`src/rtl/fetch_ctrl_pkg.sv`:
```
// Shared types and encodings for the instruction-fetch sequencing controller.
package fetch_ctrl_pkg;

    typedef enum logic [2:0] {
        ST_IDLE     = 3'd0,
        ST_FETCH    = 3'd1,
        ST_WAIT_MEM = 3'd2,
        ST_REDIRECT = 3'd3,
        ST_HALTED   = 3'd4
    } fetch_state_e;

    localparam logic [1:0] PCSRC_PLUS4  = 2'b00;
    localparam logic [1:0] PCSRC_BRANCH = 2'b01;
    localparam logic [1:0] PCSRC_JALR   = 2'b10;

    // Any non-sequential PC source is a taken branch or jump.
    function automatic logic is_redirect(input logic [1:0] pcsrc);
        return pcsrc != PCSRC_PLUS4;
    endfunction

endpackage

```
`src/rtl/fetch_seq_ctrl_if.sv`:
```
// Control/status bundle between the pipeline and the fetch sequencing controller.
interface fetch_seq_ctrl_if #(parameter int CNT_WIDTH = 32);
    logic                 trigger;
    logic [1:0]           pcsrc_e;
    logic                 load_use_hazard;
    logic                 imem_ready;
    logic                 halt_instr;
    logic                 pc_en;
    logic                 stall_f;
    logic                 stall_d;
    logic                 flush_d;
    logic                 flush_e;
    logic                 imem_req;
    logic                 busy;
    logic [2:0]           state_o;
    logic [CNT_WIDTH-1:0] fetch_cnt;
    logic [CNT_WIDTH-1:0] stall_cnt;

    modport master (
        output trigger, pcsrc_e, load_use_hazard, imem_ready, halt_instr,
        input  pc_en, stall_f, stall_d, flush_d, flush_e, imem_req, busy,
               state_o, fetch_cnt, stall_cnt
    );

    modport slave (
        input  trigger, pcsrc_e, load_use_hazard, imem_ready, halt_instr,
        output pc_en, stall_f, stall_d, flush_d, flush_e, imem_req, busy,
               state_o, fetch_cnt, stall_cnt
    );
endinterface

```
`src/rtl/edge_detect.sv`:
```
// Rising-edge detector: registered previous value, asynchronous active-high reset.
module edge_detect (
    input  logic clk,
    input  logic rst,
    input  logic d,
    output logic rise
);
    logic prev_q, prev_d;

    always_comb prev_d = d;

    always_ff @(posedge clk or posedge rst) begin
        if (rst) prev_q <= 1'b0;
        else     prev_q <= prev_d;
    end

    assign rise = d & ~prev_q;
endmodule

```
`src/rtl/fetch_seq_ctrl.sv`:
```
// Fetch sequencing controller: PC enable, stall/flush and fetch request generation.
// Optional saturating performance counters enabled by macro FETCH_PERF_COUNT_EN.
import fetch_ctrl_pkg::*;

module fetch_seq_ctrl #(
    parameter int CNT_WIDTH = 32
) (
    input  logic          clk,
    input  logic          rst,
    fetch_seq_ctrl_if.slave bus
);
    fetch_state_e state_q, state_d;
    logic trig_rise;
    logic redirect;
    logic pc_en, stall_f, stall_d, flush_d, flush_e, imem_req, busy;

    edge_detect u_trig_edge (
        .clk  (clk),
        .rst  (rst),
        .d    (bus.trigger),
        .rise (trig_rise)
    );

    assign redirect = is_redirect(bus.pcsrc_e);

    always_comb begin
        state_d  = state_q;
        pc_en    = 1'b0;
        stall_f  = 1'b0;
        stall_d  = 1'b0;
        flush_d  = 1'b0;
        flush_e  = 1'b0;
        imem_req = 1'b0;
        busy     = 1'b0;
        unique case (state_q)
            ST_IDLE, ST_HALTED: begin
                if (trig_rise) state_d = ST_FETCH;
            end
            ST_FETCH: begin
                imem_req = 1'b1;
                busy     = 1'b1;
                if (redirect) begin
                    pc_en   = 1'b1;
                    flush_d = 1'b1;
                    flush_e = 1'b1;
                    state_d = ST_REDIRECT;
                end else if (!bus.trigger) begin
                    state_d = ST_IDLE;
                end else if (bus.halt_instr) begin
                    flush_d = 1'b1;
                    state_d = ST_HALTED;
                end else if (bus.load_use_hazard) begin
                    stall_f = 1'b1;
                    stall_d = 1'b1;
                    flush_e = 1'b1;
                end else if (!bus.imem_ready) begin
                    stall_f = 1'b1;
                    stall_d = 1'b1;
                    state_d = ST_WAIT_MEM;
                end else begin
                    pc_en = 1'b1;
                end
            end
            ST_WAIT_MEM: begin
                imem_req = 1'b1;
                busy     = 1'b1;
                // A redirect abandons the outstanding request even without imem_ready.
                if (redirect) begin
                    pc_en   = 1'b1;
                    flush_d = 1'b1;
                    flush_e = 1'b1;
                    state_d = ST_REDIRECT;
                end else if (!bus.trigger) begin
                    state_d = ST_IDLE;
                end else if (bus.imem_ready) begin
                    state_d = ST_FETCH;
                    if (bus.load_use_hazard) begin
                        stall_f = 1'b1;
                        stall_d = 1'b1;
                        flush_e = 1'b1;
                    end else begin
                        pc_en = 1'b1;
                    end
                end else begin
                    stall_f = 1'b1;
                    stall_d = 1'b1;
                    flush_e = bus.load_use_hazard;
                end
            end
            ST_REDIRECT: begin
                busy    = 1'b1;
                flush_d = 1'b1;
                state_d = ST_FETCH;
            end
            default: state_d = ST_IDLE;
        endcase
    end

    always_ff @(posedge clk or posedge rst) begin
        if (rst) state_q <= ST_IDLE;
        else     state_q <= state_d;
    end

    assign bus.pc_en    = pc_en;
    assign bus.stall_f  = stall_f;
    assign bus.stall_d  = stall_d;
    assign bus.flush_d  = flush_d;
    assign bus.flush_e  = flush_e;
    assign bus.imem_req = imem_req;
    assign bus.busy     = busy;
    assign bus.state_o  = state_q;

`ifdef FETCH_PERF_COUNT_EN
    logic [CNT_WIDTH-1:0] fetch_cnt_q, fetch_cnt_d;
    logic [CNT_WIDTH-1:0] stall_cnt_q, stall_cnt_d;

    always_comb begin
        fetch_cnt_d = fetch_cnt_q;
        stall_cnt_d = stall_cnt_q;
        if (pc_en   && (fetch_cnt_q != '1)) fetch_cnt_d = fetch_cnt_q + 1'b1;
        if (stall_f && (stall_cnt_q != '1)) stall_cnt_d = stall_cnt_q + 1'b1;
    end

    always_ff @(posedge clk or posedge rst) begin
        if (rst) begin
            fetch_cnt_q <= '0;
            stall_cnt_q <= '0;
        end else begin
            fetch_cnt_q <= fetch_cnt_d;
            stall_cnt_q <= stall_cnt_d;
        end
    end

    assign bus.fetch_cnt = fetch_cnt_q;
    assign bus.stall_cnt = stall_cnt_q;
`else
    assign bus.fetch_cnt = {CNT_WIDTH{1'b0}};
    assign bus.stall_cnt = {CNT_WIDTH{1'b0}};
`endif
endmodule
```
`src/flat_wrapper.sv`:
```
// flat-port wrapper written by rule: the top's interface ports become plain ports
module fetch_seq_ctrl_flat 
#(
    parameter int CNT_WIDTH = 32
)
  (clk, rst, bus_trigger, bus_pcsrc_e, bus_load_use_hazard, bus_imem_ready, bus_halt_instr, bus_pc_en, bus_stall_f, bus_stall_d, bus_flush_d, bus_flush_e, bus_imem_req, bus_busy, bus_state_o, bus_fetch_cnt, bus_stall_cnt);
  fetch_seq_ctrl_if #(.CNT_WIDTH(CNT_WIDTH)) bus_i ();
  input  logic clk;
  input  logic rst;
  input wire logic [$bits(bus_i.trigger)-1:0] bus_trigger;
  input wire logic [$bits(bus_i.pcsrc_e)-1:0] bus_pcsrc_e;
  input wire logic [$bits(bus_i.load_use_hazard)-1:0] bus_load_use_hazard;
  input wire logic [$bits(bus_i.imem_ready)-1:0] bus_imem_ready;
  input wire logic [$bits(bus_i.halt_instr)-1:0] bus_halt_instr;
  output wire logic [$bits(bus_i.pc_en)-1:0] bus_pc_en;
  output wire logic [$bits(bus_i.stall_f)-1:0] bus_stall_f;
  output wire logic [$bits(bus_i.stall_d)-1:0] bus_stall_d;
  output wire logic [$bits(bus_i.flush_d)-1:0] bus_flush_d;
  output wire logic [$bits(bus_i.flush_e)-1:0] bus_flush_e;
  output wire logic [$bits(bus_i.imem_req)-1:0] bus_imem_req;
  output wire logic [$bits(bus_i.busy)-1:0] bus_busy;
  output wire logic [$bits(bus_i.state_o)-1:0] bus_state_o;
  output wire logic [$bits(bus_i.fetch_cnt)-1:0] bus_fetch_cnt;
  output wire logic [$bits(bus_i.stall_cnt)-1:0] bus_stall_cnt;
  assign bus_i.trigger = bus_trigger;
  assign bus_i.pcsrc_e = bus_pcsrc_e;
  assign bus_i.load_use_hazard = bus_load_use_hazard;
  assign bus_i.imem_ready = bus_imem_ready;
  assign bus_i.halt_instr = bus_halt_instr;
  assign bus_pc_en = bus_i.pc_en;
  assign bus_stall_f = bus_i.stall_f;
  assign bus_stall_d = bus_i.stall_d;
  assign bus_flush_d = bus_i.flush_d;
  assign bus_flush_e = bus_i.flush_e;
  assign bus_imem_req = bus_i.imem_req;
  assign bus_busy = bus_i.busy;
  assign bus_state_o = bus_i.state_o;
  assign bus_fetch_cnt = bus_i.fetch_cnt;
  assign bus_stall_cnt = bus_i.stall_cnt;
  fetch_seq_ctrl #(.CNT_WIDTH(CNT_WIDTH)) u_core (.clk(clk), .rst(rst), .bus(bus_i));
endmodule
```
`config.mk`:
```
export PLATFORM = sky130hd
export DESIGN_NAME = fetch_seq_ctrl_flat
export DESIGN_NICKNAME = d
export VERILOG_FILES = /design/src/rtl/fetch_ctrl_pkg.sv /design/src/rtl/fetch_seq_ctrl_if.sv /design/src/rtl/edge_detect.sv /design/src/rtl/fetch_seq_ctrl.sv /design/src/flat_wrapper.sv
export SDC_FILE = /design/constraint.sdc
export NUM_CORES = 1
export LEC_CHECK = 0
export ABC_AREA = 0
export ABC_CLOCK_PERIOD_IN_PS = 1800
export CAP_MARGIN = 25
export CORE_UTILIZATION = 26
export CTS_CLUSTER_DIAMETER = 200
export CTS_CLUSTER_SIZE = 20
export DETAILED_ROUTE_END_ITERATION = 10
export PLACE_DENSITY = 0.86
export SLEW_MARGIN = 0
export SYNTH_ARGS = -nofsm -noshare
export SYNTH_HDL_FRONTEND = slang
export SYNTH_SLANG_ARGS = --single-unit
```
`constraint.sdc`:
```
create_clock -name clk -period 1.8 [get_ports clk]
set_input_delay 0.45 -clock clk [delete_from_list [all_inputs] [get_ports clk]]
set_output_delay 0.45 -clock clk [all_outputs]
set_load 0.005 [all_outputs]
```
==> results of run 1 <==
## cell usage in the layout (no fill, tap or decap), types with 2 or more instances in the layout
master            n
clkbuf_4          3
o21ai_0           2
nand2_1           3
buf_6             2
nand2b_1          2
nor3b_4           2
nand2b_4          2
nor2_1            4
dfrtp_1           3
buf_2             7
clkdlybuf4s50_1   6
conb_1           64
buf_4            18
a21oi_1           2
inv_1             2
## metal layers
metal  GRT usage [%]  up-vias
li1                -      287
met1            10.4      294
met2            16.7       51
met3            3.35        0
met4            3.06        0
met5               0        -
## power by group
part,total (mW),internal (mW),switching [mW]
clock,0.109,0.0744,0.0347
combinational,0.710,0.400,0.311
sequential,0.145,0.117,0.0274
total,0.964,0.592,0.373
## final cells by class
type / count / area share [%]
Clock buffer: 3 / 2.35
Inverter: 2 / 0.784
Timing Repair Buffer: 37 / 30.8
Multi-Input combinational cell: 96 / 51.4
Sequential cell: 4 / 10.6
Tap cell: 31 / 4.05
## cell usage after synthesis (2+ instances only)
master / n / area share [%]
a21oi_1: 3 / 1.9
nand2b_1: 4 / 3.1
buf_4: 65 / 60
dfrtp_1: 4 / 12
inv_1: 2 / 0.93
nand2_1: 3 / 1.4
nor2_1: 5 / 2.3
nor3b_1: 2 / 1.9
o21ai_0: 3 / 1.9
## registers in the layout, indices dropped and copies added, names as in the netlist
signal                     flops
u_core.bus.state_o             3
u_core.u_trig_edge.prev_q      1
## worst max-delay path: stages, from the launching register on
cell and delay (ps):
dfrtp_1 380, buf_6 140, nand2b_4 140, a211o_1 280, buf_6 130, o41ai_2 40
buf_2 170
## logic make-up after synthesis
kind of cell / share of synthesized area (%)
and+or+nand+nor: 14.5
DFF: 12.3
buffers and inverters: 62.5
AOI/OAI and AO/OA: 8.95
muxes: 1.23
other: 0.463
## final timing paths
| kind | depth (start not counted) | to | startpoint | slack (ps) |
|---|---|---|---|---|
| max in group asynchronous | 2 | u_core.bus.state_o[0] | rst | 1240 |
| min in group clk | 2 | u_core.bus.state_o[0] | u_core.u_trig_edge.prev_q | 580 |
| max reg2reg | 4 | u_core.bus.state_o[1] | u_core.bus.state_o[2] | 80 |
| min | 2 | u_core.u_trig_edge.prev_q | rst | 400 |
| min reg2reg | 2 | u_core.bus.state_o[0] | u_core.u_trig_edge.prev_q | 580 |
| max | 6 | bus_pc_en | u_core.bus.state_o[1] | -170 |
## timing repair
action / CTS / global route
pin swaps: 7 / 0
buffers inserted: 3 / 1
setup endpoints to repair: 9 / 8
resized for setup: 44 / 2
endpoints found under the hold margin: 0 / 0
## through the flow
stage / total power, mW / hold WS (ps) / setup TNS [ps]
after floorplan: 0.476 / 216 / -0.958
after global routing: 1.04 / 410 / -1240
after CTS: 0.947 / 398 / -752
final: 0.964 / 402 / -708
after detailed placement: 0.758 / 575 / -4790
after global placement: 0.745 / 566 / -4820
==> qor.txt, run 1 <==
Drt drc = 4
Final Wtd Congestion = 0.760
Share of the yosys chip area belonging to registers = 12.3%
Via Count = 632
Tcrit/Tclk final = 109%
Failing checks = DRC, setup timing
Design Area, Final = 957 sq um
Die width = 57.8 um
Final Critical Period = 1970 ps
ANT nets after route = 0
Finish-stage setup viols = 6
Fillers = 305
CTS tree = yes
Synth Register Bits = 4
Largest net degree at the start of global routing = 10
Final setup margin = -170 ps
Post-DP HPWL = 1.23 mm
Crit Path Class = flop to primary output
Final Skew = 0.589 ps
Row cnt = 19
H-Tree Depth = 1
Mapped Area = 811 sq um
Top sig layer = met3
CTS Hold Bufs = 0
Met2 wire length = 853 um
CP required = 1350 ps
Maxcap violations = 0
Drt pass-1 iters = 9
Unrepaired setup endpoints after global routing = yes
Max Root-Sink Buffers = 2
Register Area = 101 sq um
Core Region = 2850 sq um
Area occupied by multi-input gates = 492 sq um
Antenna violations before repair = 0
Cell variety after synth = 23
Area growth, synth to finish = 18.1%
Wire length on met3 = 137 um
Initial Utilization = 28.4%
Metal1 wirelength = 567 um
Status = complete, but fails checks
Crit path DAT = 1520 ps
First-pass GRT wire length = 2.32 mm
Die area = 3350 sq um
Placed cells = 167
Synth Flop Type = dfrtp_1
Die Y = 57.8 um
Total CTS buffers = 3
Tot GR Track Use = 9.41%
Fin nets = 152
Antenna diode count = 0
CP Capture Type = primary output
DP Worst Slack = -836 ps
Mapped Cells = 105
DP Area = 896 sq um
Startpoint Class = flop
Vias in the first global route = 506
Share of cells above drive strength 1 = 28.9%
Clk Latency, worst-skew pair = 230 ps
WL final = 1.56 mm
Hold WC Path Type = input pin to asynchronous set/reset pin
Power per cell area = 1010 nW/um^2
IO Port Bufs = 17
Total gr overflow = 0
Number of synthesized flops with an enable pin = 0
DRT iter0 DRCs = 21
Post-route insts no fill = 173
Final Hold Fails = 0
Vias per inst = 3.65
Mapped Avg Cell Area = 7.72 sq um
CTS Sinks = 4
Worst-case vdd ir drop = 451 uV
P_leak = 0.554 nW
Worst-path clk slew = 40 ps
Slew Viols, Final = 0
Async SR Flop Fraction = 100%
I/O pin count = 82
Yosys warns = 0
Drt wl/cell = 9.01 um
Max FO, Critical Path = 6
Final Util = 33.6%
Peak Freq = 507 MHz
Root Driver = clkbuf_4
No activity file was read; power rests on OpenSTA's default activity.
==> run 2, diff against run 1 <==
--- a/config.mk
+++ b/config.mk
@@ -7,7 +7,8 @@
 export LEC_CHECK = 0
 export ABC_AREA = 0
 export ABC_CLOCK_PERIOD_IN_PS = 1800
-export CAP_MARGIN = 25
+export CAP_MARGIN = 10
+export CORE_MARGIN = 2
 export CORE_UTILIZATION = 26
 export CTS_CLUSTER_DIAMETER = 200
 export CTS_CLUSTER_SIZE = 20
==> qor.txt, run 2 (synthesis results as in run 1) <==
P_leak = 0.543 nW
Via Count = 619
Tcrit/Tclk final = 110%
CP Capture Type = primary output
Finish-stage setup viols = 6
Register Area = 101 sq um
First-pass GRT wire length = 2.01 mm
Fin nets = 151
Total CTS buffers = 3
I/O pin count = 82
Vias in the first global route = 479
Status = complete, but fails checks
Die Y = 59.8 um
Row cnt = 20
Drt pass-1 iters = 4
Max Root-Sink Buffers = 2
Final setup margin = -182 ps
Drt drc = 0
Crit Path Class = flop to primary output
Area growth, synth to finish = 19.9%
Final Hold Fails = 0
Max FO, Critical Path = 3
Post-route insts no fill = 174
Slew Viols, Final = 0
Antenna violations before repair = 0
Tot GR Track Use = 7.91%
Commonest non-fill, non-tap cells in the layout = conb_1, buf_4, buf_2
Most common library cell in the layout ignoring fill and taps = conb_1
Peak Freq = 504 MHz
CTS Sinks = 4
Failing checks = setup timing
Unrepaired setup endpoints after global routing = yes
Root Driver = clkbuf_4
Worst-case vdd ir drop = 222 uV
Core Region = 3000 sq um
Max FFs per register = 3
Final Wtd Congestion = 0.827
Hold WC Path Type = input pin to asynchronous set/reset pin
Share of cells above drive strength 1 = 30.5%
Maxcap violations = 0
Final Critical Period = 1980 ps
IO Port Bufs = 17
Crit path DAT = 1530 ps
Total gr overflow = 0
Clk Latency, worst-skew pair = 230 ps
Die area = 3580 sq um
CTS tree = yes
Placed cells = 167
Die width = 59.8 um
Area occupied by multi-input gates = 512 sq um
Final Skew = 0.538 ps
Startpoint Class = flop
H-Tree Depth = 1
CP required = 1350 ps
Antenna diode count = 0
Final hold slack = 433 ps
DRT iter0 DRCs = 8
Vias per inst = 3.56
Initial Utilization = 27.0%
WL final = 1.47 mm
Power per cell area = 1010 nW/um^2
ANT nets after route = 0
Fillers = 315
Largest net degree at the start of global routing = 10
Post-DP HPWL = 1.18 mm
Drt wl/cell = 8.42 um
Worst-path clk slew = 40 ps
==> run 2: final timing paths <==
path | start | endpoint | slack (ps) | cells after the start
max in group asynchronous | rst | u_core.bus.state_o[0] | 1200 | 2
max | u_core.bus.state_o[1] | bus_pc_en | -180 | 6
min | rst | u_core.u_trig_edge.prev_q | 430 | 2
min reg2reg | u_core.u_trig_edge.prev_q | u_core.bus.state_o[0] | 600 | 2
max reg2reg | u_core.bus.state_o[2] | u_core.bus.state_o[1] | 40 | 4
min in group clk | bus_pcsrc_e[1] | u_core.bus.state_o[2] | 550 | 3
==> run 2: final cells by class <==
type                    count  share of cell area, %
multi-input cells          96                   52.6
repair buffers             36                   29.6
flip-flops and latches      4                   10.4
well taps                  33                   4.25
clock buffers               3                   2.32
inverters                   2                  0.772
==> run 2: power breakdown <==
group | internal [mW] | leakage (nW) | switching [mW]
Sequential | 0.117 | 0.0472 | 0.0350
Combinational | 0.424 | 0.482 | 0.302
Clock | 0.0743 | 0.0138 | 0.0318
Total | 0.616 | 0.543 | 0.369
==> run 2: layer usage <==
metal / share of wire (%) / track usage, % / up-vias
li1: - / - / 287
met4: 3.7 / 8.57 / 0
met1: 31 / 7.05 / 278
met5: 0 / 0 / -
met2: 53 / 14.0 / 50
met3: 12 / 1.52 / 4
==> run 2: timing repair <==
| action | CTS | global route |
|---|---|---|
| gates resized for setup | 42 | 9 |
| pin swaps | 5 | 2 |
| hold buffers | 0 | 0 |
| setup buffers | 4 | 0 |
| endpoints found under the setup margin | 9 | 8 |
==> run 2: worst max-delay path, stage by stage, from the launching register on <==
cell      delay [ps]
dfrtp_1          410
buf_6            140
nand2b_4         130
a211o_1          290
buf_6            130
o41ai_2           40
buf_2            160
==> run 2: per-stage QoR <==
stage	TNS, ps	utilization [%]	instance area (sq um)	setup WS [ps]	total power, mW
finish	-872	32.4	972	-182	0.984
global route	-1230	32.4	972	-250	1.07
CTS	-946	31.3	938	-181	0.937
detailed placement	-4950	29.4	883	-894	0.755
global placement	-4580	29.4	883	-816	0.745
floorplan	-0.958	-	1060	-0.958	0.476
